File: src/rtl/rd_buf_seg_fetch.sv
// rd_buf_seg_fetch
//   Segmenting fetch engine in front of the read circular-buffer reader.
//   A send command (flow, start offset, byte length) is cut into segments of
//   at most MSS_BYTES. The engine handles one segment at a time. For each
//   segment it issues a read request, then a descriptor to the packetizer,
//   then forwards that segment's payload beats with zero added latency.
//
// Ports
//   clk, rst                 clock, synchronous active-high reset
//   cmd_*                    send command in (val/rdy), cmd_done pulse out
//   fetch_rd_buf_req_*       per-segment read request to the buffer reader
//   rd_buf_fetch_req_rdy     reader accepts the request
//   rd_buf_fetch_data_*      payload beats from the reader
//   fetch_rd_buf_data_rdy    payload accept toward the reader
//   seg_meta_*               per-segment descriptor to the packetizer
//   seg_data_*               forwarded payload to the packetizer
//   seg_len_err              sticky flag: beat count disagreed with segment size

`ifndef FLOW_ID_W
`define FLOW_ID_W 8
`endif
`ifndef MSG_DATA_SIZE_WIDTH
`define MSG_DATA_SIZE_WIDTH 16
`endif
`ifndef MAC_INTERFACE_W
`define MAC_INTERFACE_W 256
`endif
`ifndef MAC_PADBYTES_W
`define MAC_PADBYTES_W 5
`endif

module rd_buf_seg_fetch #(
    parameter int BUF_PTR_W = -1,
    parameter int MSS_BYTES = 1460,
    // BUF_PTR_W has no usable default; it must be overridden by the parent.
    localparam int PW = (BUF_PTR_W < 1) ? 1 : BUF_PTR_W
) (
    input  logic                            clk,
    input  logic                            rst,

    input  logic                            cmd_val,
    input  logic [`FLOW_ID_W-1:0]           cmd_flowid,
    input  logic [PW-1:0]                   cmd_offset,
    input  logic [`MSG_DATA_SIZE_WIDTH-1:0] cmd_len,
    output logic                            cmd_rdy,
    output logic                            cmd_done,

    output logic                            fetch_rd_buf_req_val,
    output logic [`FLOW_ID_W-1:0]           fetch_rd_buf_req_flowid,
    output logic [PW-1:0]                   fetch_rd_buf_req_offset,
    output logic [`MSG_DATA_SIZE_WIDTH-1:0] fetch_rd_buf_req_size,
    input  logic                            rd_buf_fetch_req_rdy,

    input  logic                            rd_buf_fetch_data_val,
    input  logic [`MAC_INTERFACE_W-1:0]     rd_buf_fetch_data,
    input  logic                            rd_buf_fetch_data_last,
    input  logic [`MAC_PADBYTES_W-1:0]      rd_buf_fetch_data_padbytes,
    output logic                            fetch_rd_buf_data_rdy,

    output logic                            seg_meta_val,
    output logic [`FLOW_ID_W-1:0]           seg_meta_flowid,
    output logic [PW-1:0]                   seg_meta_offset,
    output logic [`MSG_DATA_SIZE_WIDTH-1:0] seg_meta_size,
    input  logic                            seg_meta_rdy,

    output logic                            seg_data_val,
    output logic [`MAC_INTERFACE_W-1:0]     seg_data,
    output logic                            seg_data_last,
    output logic [`MAC_PADBYTES_W-1:0]      seg_data_padbytes,
    input  logic                            seg_data_rdy,

    output logic                            seg_len_err
);

    localparam int LW         = `MSG_DATA_SIZE_WIDTH;
    localparam int BEAT_BYTES = `MAC_INTERFACE_W / 8;
    localparam logic [LW-1:0] MSS = LW'(MSS_BYTES);

    typedef enum logic [2:0] {
        S_IDLE,
        S_REQ,
        S_META,
        S_DATA,
        S_DONE
    } state_t;

    // Clamp a byte count to one segment.
    function automatic logic [LW-1:0] sat_mss(input logic [LW-1:0] bytes);
        return (bytes > MSS) ? MSS : bytes;
    endfunction

    // Number of bus beats needed to carry a byte count (round up).
    function automatic logic [LW:0] beats_for(input logic [LW-1:0] bytes);
        logic [LW:0] t;
        t = {1'b0, bytes} + (LW+1)'(BEAT_BYTES - 1);
        return t / (LW+1)'(BEAT_BYTES);
    endfunction

    state_t                 state_q, state_d;
    logic [`FLOW_ID_W-1:0]  flowid_q, flowid_d;
    logic [PW-1:0]          cur_offset_q, cur_offset_d;
    logic [LW-1:0]          remaining_q, remaining_d;
    logic [LW-1:0]          seg_size_q, seg_size_d;
    logic [LW:0]            beat_cnt_q, beat_cnt_d;
    logic                   seg_len_err_q, seg_len_err_d;

    logic          in_data;
    logic          cmd_hs, meta_hs, beat_hs, last_hs;
    logic [LW-1:0] remaining_after;
    logic [LW:0]   beat_num;
    logic [LW:0]   exp_beats;

    assign in_data         = (state_q == S_DATA);
    assign cmd_hs          = (state_q == S_IDLE) && cmd_val;
    assign meta_hs         = (state_q == S_META) && seg_meta_rdy;
    assign beat_hs         = in_data && rd_buf_fetch_data_val && seg_data_rdy;
    assign last_hs         = beat_hs && rd_buf_fetch_data_last;
    assign remaining_after = remaining_q - seg_size_q;
    assign beat_num        = beat_cnt_q + 1'b1;
    assign exp_beats       = beats_for(seg_size_q);

    // State register and segment bookkeeping
    always_ff @(posedge clk) begin
        if (rst) begin
            state_q       <= S_IDLE;
            flowid_q      <= '0;
            cur_offset_q  <= '0;
            remaining_q   <= '0;
            seg_size_q    <= '0;
            beat_cnt_q    <= '0;
            seg_len_err_q <= 1'b0;
        end else begin
            state_q       <= state_d;
            flowid_q      <= flowid_d;
            cur_offset_q  <= cur_offset_d;
            remaining_q   <= remaining_d;
            seg_size_q    <= seg_size_d;
            beat_cnt_q    <= beat_cnt_d;
            seg_len_err_q <= seg_len_err_d;
        end
    end

    // Next state
    always_comb begin
        state_d = state_q;
        case (state_q)
            S_IDLE: if (cmd_val) state_d = (cmd_len == '0) ? S_DONE : S_REQ;
            S_REQ:  if (rd_buf_fetch_req_rdy) state_d = S_META;
            S_META: if (seg_meta_rdy) state_d = S_DATA;
            S_DATA: if (last_hs) state_d = (remaining_after != '0) ? S_REQ : S_DONE;
            S_DONE: state_d = S_IDLE;
            default: state_d = S_IDLE;
        endcase
    end

    // Segment bookkeeping: seg_size is computed whenever REQ is about to be
    // entered so it stays constant across REQ, META and DATA.
    always_comb begin
        flowid_d      = flowid_q;
        cur_offset_d  = cur_offset_q;
        remaining_d   = remaining_q;
        seg_size_d    = seg_size_q;
        beat_cnt_d    = beat_cnt_q;
        seg_len_err_d = seg_len_err_q;

        if (cmd_hs) begin
            flowid_d     = cmd_flowid;
            cur_offset_d = cmd_offset;
            remaining_d  = cmd_len;
            seg_size_d   = sat_mss(cmd_len);
        end

        if (meta_hs) begin
            beat_cnt_d = '0;
        end

        if (beat_hs) begin
            beat_cnt_d = beat_num;
            if (rd_buf_fetch_data_last) begin
                // Offset wraps naturally around the circular buffer.
                cur_offset_d = cur_offset_q + PW'(seg_size_q);
                remaining_d  = remaining_after;
                seg_size_d   = sat_mss(remaining_after);
                if (beat_num != exp_beats) seg_len_err_d = 1'b1;
            end else if (beat_num == exp_beats) begin
                seg_len_err_d = 1'b1;
            end
        end
    end

    // Outputs
    always_comb begin
        cmd_rdy                 = (state_q == S_IDLE);
        cmd_done                = (state_q == S_DONE);

        fetch_rd_buf_req_val    = (state_q == S_REQ);
        fetch_rd_buf_req_flowid = flowid_q;
        fetch_rd_buf_req_offset = cur_offset_q;
        fetch_rd_buf_req_size   = seg_size_q;

        seg_meta_val            = (state_q == S_META);
        seg_meta_flowid         = flowid_q;
        seg_meta_offset         = cur_offset_q;
        seg_meta_size           = seg_size_q;

        // Payload path is a pure wire while in DATA and closed otherwise.
        fetch_rd_buf_data_rdy   = in_data && seg_data_rdy;
        seg_data_val            = in_data && rd_buf_fetch_data_val;
        seg_data                = in_data ? rd_buf_fetch_data : '0;
        seg_data_last           = in_data && rd_buf_fetch_data_last;
        seg_data_padbytes       = in_data ? rd_buf_fetch_data_padbytes : '0;

        seg_len_err             = seg_len_err_q;
    end

endmodule

File: config.mk
export PLATFORM = sky130hd
export DESIGN_NAME = rd_buf_seg_fetch
export DESIGN_NICKNAME = d
export VERILOG_FILES = /design/src/rtl/rd_buf_seg_fetch.sv
export SDC_FILE = /design/constraint.sdc
export NUM_CORES = 1
export LEC_CHECK = 0
export BUFFER_PORTS_ARGS = -buffer_cell sky130_fd_sc_hd__buf_2
export CORE_AREA = 3 3 238 240
export CTS_CLUSTER_DIAMETER = 80
export DETAILED_ROUTE_END_ITERATION = 16
export DIE_AREA = 0 0 241 243
export HOLD_SLACK_MARGIN = 0.03
export PLACE_DENSITY = 0.42
export SLEW_MARGIN = 20
export SYNTH_ARGS = -nofsm -noshare
export SYNTH_HDL_FRONTEND = slang
export SYNTH_SLANG_ARGS = --single-unit
File: constraint.sdc
create_clock -name clk -period 3.9 [get_ports clk]
set_clock_uncertainty 0.1 [all_clocks]
set_input_delay 0.585 -clock clk [delete_from_list [all_inputs] [get_ports clk]]
set_output_delay 0.585 -clock clk [all_outputs]
set_load 0.05 [all_outputs]
Word-level counts from Yosys, hierarchy flattened
Index checks and enable logic that the tools add are counted.

Bits in writable memories: 0. Memory bits (read-only): 0. Latch bits: 0. Memories: 0. Output and inout port bits: 319. Register bits after elaboration: 62.

Bitwise gates (word level): 0. $lt $le $gt $ge: 2. $add $sub $neg: 4. Reductions and logical operators: 14. $mul: 0. Div/mod/pow operators: 0. Equal/unequal tests: 11. Muxes and demuxes: 25. Shift operators: 0.

Operator list (number): two-way mux 256 bit (1); two-way mux 16 bit (8); two-way mux 17 bit (2); greater-than comparator 16 x 11 -> 1 bit (second input constant) (2); two-way mux 3 bit (6); adder 16 x 5 -> 17 bit (second input constant) (1); adder 17 x 1 -> 17 bit (second input constant) (1); == test 17 x 12 -> 1 bit (1); != test 17 x 12 -> 1 bit (1); logical NOT 16 bit (1); nonzero test 16 bit (1); subtractor 16 bit (1); case mux 3 bit (4 select lines) (1); != test 2 x 1 -> 1 bit (second input constant) (4); logical AND 1 bit (7); == test 3 x 2 -> 1 bit (second input constant) (2); two-way mux 1 bit (6); two-way mux 5 bit (1); AND reduction 4 bit (1); nonzero test 2 bit (2); == test 3 x 1 -> 1 bit (second input constant) (1); == test 3 bit (second input constant) (1); logical NOT 3 bit (1); AND reduction 3 bit (1); 2 further kinds (2).

Longest topological paths before layout
Word-level depth: 6. Gate-level depth with buffers: 12. Depth with buffers taken out: 12.

Worst setup path after synthesis
OpenSTA, ideal clock, no wires.

Kind: register to register. From: reg seg_size_q[3], in the netlist fetch_rd_buf_req_size[3]. To: reg state_q[2]. Stages on the path, launching flop included: 12. Setup slack: 227 ps. Path buffers: 1. Period minus slack after synthesis: 3673 ps. Arrival time: 3469 ps. Cell sequence: dfxtp_1 > clkbuf_1 > inv_1 > ha_1 > and3_1 > a221oi_2 > nor2_1 > or3_1 > a222oi_1 > and4_2 > nand4b_1 > a2111oi_2.

Word-level cells in the longest chain between the ends: 5.

Ends and longest elaborated chain: start: declaration (RTL line 103) `logic [LW-1:0] seg_size_q, seg_size_d;`; start signal: assignment (RTL line 137) `seg_size_q <= seg_size_d;`; subtractor 16 bit (RTL line 118) `assign remaining_after = remaining_q - seg_size_q;`; nonzero test 16 bit (RTL line 150) `S_DATA: if (last_hs) state_d = (remaining_after != '0) ? S_REQ : S_DONE;`; two-way mux 3 bit (2 in series) (RTL line 150); case mux 3 bit (4 select lines) (RTL line 146) `case (state_q)`; end signal: assignment (RTL line 133) `state_q <= state_d;`; end: declaration (RTL line 99) `state_t state_q, state_d;`.

Every way passes these cells. The select of a mux whose other input is x is not followed. A chain may end at the register's enable or synchronous reset.

Worst setup path in the final report
From: reg seg_size_q[3], in the netlist fetch_rd_buf_req_size[3]. To: reg seg_size_q[3], in the netlist fetch_rd_buf_req_size[3].

Word-level cells in the longest chain between the ends: 5. Elaborated cells between the ends (all ways): 6.

Ends and longest elaborated chain: subtractor 16 bit (RTL line 118); greater-than comparator 16 x 11 -> 1 bit (RTL line 89) `return (bytes > MSS) ? MSS : bytes;`; two-way mux 16 bit (RTL line 89); two-way mux 16 bit (RTL line 179) `if (rd_buf_fetch_data_last) begin`; two-way mux 16 bit * (RTL line 177) `if (beat_hs) begin`.

Every way passes the cells marked *; elsewhere a longest branch is shown, timed or not.

==> reports/metrics.cfg <==
[die]
die_area_sq_um=58600
rows=86
die_w_um=241
dieHeight_um=243
start_util_pct=11.6
boundaryPins=613
core_sq_um=54900

[cts]
clkLatencyLatePin_ns=0.34
root_buffer=clkbuf_16
cts_num_sinks=62
cts_setup_buffers=0
htree_levels=3
cts_tree=built
hold_buffers=0
numCtsBuffers=9
cts.repair.resized=0
path_clk_slew_ns=0.05
cts_buffer_depth=2

[sta]
worst_slew_pin_slew_ns=0.755
fin_tns_setup_ns=0
relSlewSlack_pct=49.3
rsz0062_at_grt=false
fin_crit_sh_pct=93.5
period_minus_slack_ns=3.65
hold_violations=0
drv_slew=0
setup_viol=0
max_clock_freq_mhz=274
hold-worst-slack_ns=0.363

[synthesis]
synth.cell_area_sq_um=6360
synth_area_leaders=and2_1 (27%), dfxtp_1 (20%), nand2_1 (4.9%)
synth.most_common_cell=and2_1
ys.flop_type=dfxtp_1
postSynthCellCount=910
synthTopCellsByCount=and2_1 (271), nand2_1 (83), clkbuf_1 (63)
synth-edff-count=0
synth.top_cell.area_share_pct=26.7
ys_warn_count=0
seq_area_frac_synth_pct=19.5
synth_top_cell_by_area=and2_1
synth_seq_cells=62
async_flop_share_pct=0
synth.distinct_cells=65
synth_nets=1221
avgSynthCellArea_sq_um=6.98

[setup_path]
worstPathMaxFanout=10
critPathRequiredTime_ns=4.03
setup.worst_path.start=fetch_rd_buf_req_size[3]
start_kind=flop
setup.worst_path.class=reg2reg
r2r_start=fetch_rd_buf_req_size[3]
cp_data_arrival_time_ns=3.78
end_kind=flop

[route]
via_per_inst=4.22
met1_length_um=22500
wl_met3_um=5530
num_vias=9183
drc=0
post_drt_wl_per_cell_um=27.1
postRouteAntennaNets=0
drt-total-wl_um=59000
wl_met2_um=29700
drt_iter0_drc=551
dr.max_layer_used=met5
first_pass_iters=7

[grt]
grt_pass1_vias=8734
grt_usage_pct=19.1
grt_pass1_wl_um=77100
antenna_found_initial=64
grt-ovfl-total=0
grt_max_degree=142

[placed_design]
portBuffers=612
place_congestion=1.05
placed_cell_area_sq_um=10000
place_hpwl_um=53000

[min_path]
hold_start=fetch_rd_buf_req_flowid[1]
hold_path_class=reg2reg

[final_layout]
fin_nets=1768
fin_area_sq_um=10300
drive_gt1_share_pct=45.2
seqCellArea_sq_um=1240
final_util_pct=18.8
area_growth_pct=62.7
multi_input_area_sq_um=4570
n_fill_cell=6393

[job]
drv_cap=0

[power_and_ir_drop]
ir_drop_mv=0.175
p_per_area_nw_per_um2=260
leakagePower_nw=5.43

[outcome]
status=complete, no violations

sequential cells by signal, indices dropped and copies added, names as in the netlist:
name                     flops
beat_cnt_q                  17
state_q                      3
seg_len_err                  1
remaining_q                 16
fetch_rd_buf_req_size       16
fetch_rd_buf_req_flowid      8
fetch_rd_buf_req_offset      1
worst paths after layout:
path | slack [ns] | end | cells past startpoint
hold reg to reg | 0.36 | fetch_rd_buf_req_flowid[1] | 2
setup / recovery | 0.25 | fetch_rd_buf_req_size[3] | 10
setup reg to reg | 0.25 | fetch_rd_buf_req_size[3] | 10
hold / removal | 0.36 | fetch_rd_buf_req_flowid[1] | 2
cell usage in the layout (no fill, tap or decap), types with 7 or more instances in the layout:
master	count
o2111ai_1	7
nand4_1	8
nand2_1	83
a311oi_1	11
a211oi_1	17
dfxtp_1	62
diode_2	13
a21o_1	11
buf_2	612
xnor2_1	29
nor3_1	19
inv_1	26
nor2_1	39
o21ai_0	26
and4_1	8
buf_4	17
ha_1	16
a21oi_1	57
and2_1	271
clkbuf_16	9
a31oi_1	7
nand3_1	19
and3_1	8
per-stage QoR:
stage | cells | setup WS (ns) | total power, mW
finish | 2178 | 0.253 | 2.69
global route | 2173 | 0.0379 | 2.82
CTS | 2165 | 0.273 | 2.71
detailed placement | 2150 | 0.267 | 1.90
global placement | 2150 | 0.335 | 1.90
floorplan | 910 | 0.227 | 1.44
worst max-delay path, cell delays in order, from the launching register on:
cell       delay (ns)
dfxtp_1          0.51
inv_1            0.21
ha_1             0.42
a21o_1           0.21
a21oi_1          0.22
a21oi_1          0.16
or4_1            0.51
a222oi_1         0.35
nand3_1          0.14
o21bai_2         0.32
a2111oi_2        0.38
final cells by class:
class                   instances  area share (%)
inverters                      26           0.944
well taps                     704            8.52
clock inverters                 4           0.460
flip-flops and latches         62            12.0
diodes                         13           0.315
clock buffers                  11            2.35
repair buffers                631            31.2
multi-input cells             727            44.2
power breakdown:
group	switching [mW]	internal (mW)
sequential	0.0360	0.666
combinational	0.798	0.384
clock	0.296	0.506
total	1.13	1.56
per-layer routing:
metal	track usage (%)	up-vias
met4	2.27	76
met2	34.3	439
li1	-	4180
met1	21.8	4378
met3	7.68	110
met5	0	-
cells by family (layout without fill, tap and decap cells):
kind of cell / count (synthesis) / count (layout) / synth area share (%)
other: 0 / 13 / 0
XOR/XNOR: 34 / 34 / 4.68
adder cells (fa/ha/maj): 17 / 17 / 3.46
AND/OR/NAND/NOR: 492 / 492 / 43.8
flip-flops: 62 / 62 / 19.5
AO/OA/AOI/OAI: 178 / 178 / 18.9
multiplexers: 6 / 6 / 1.00
buffers and inverters: 121 / 672 / 8.62
Power figures use the tool's default switching activity.
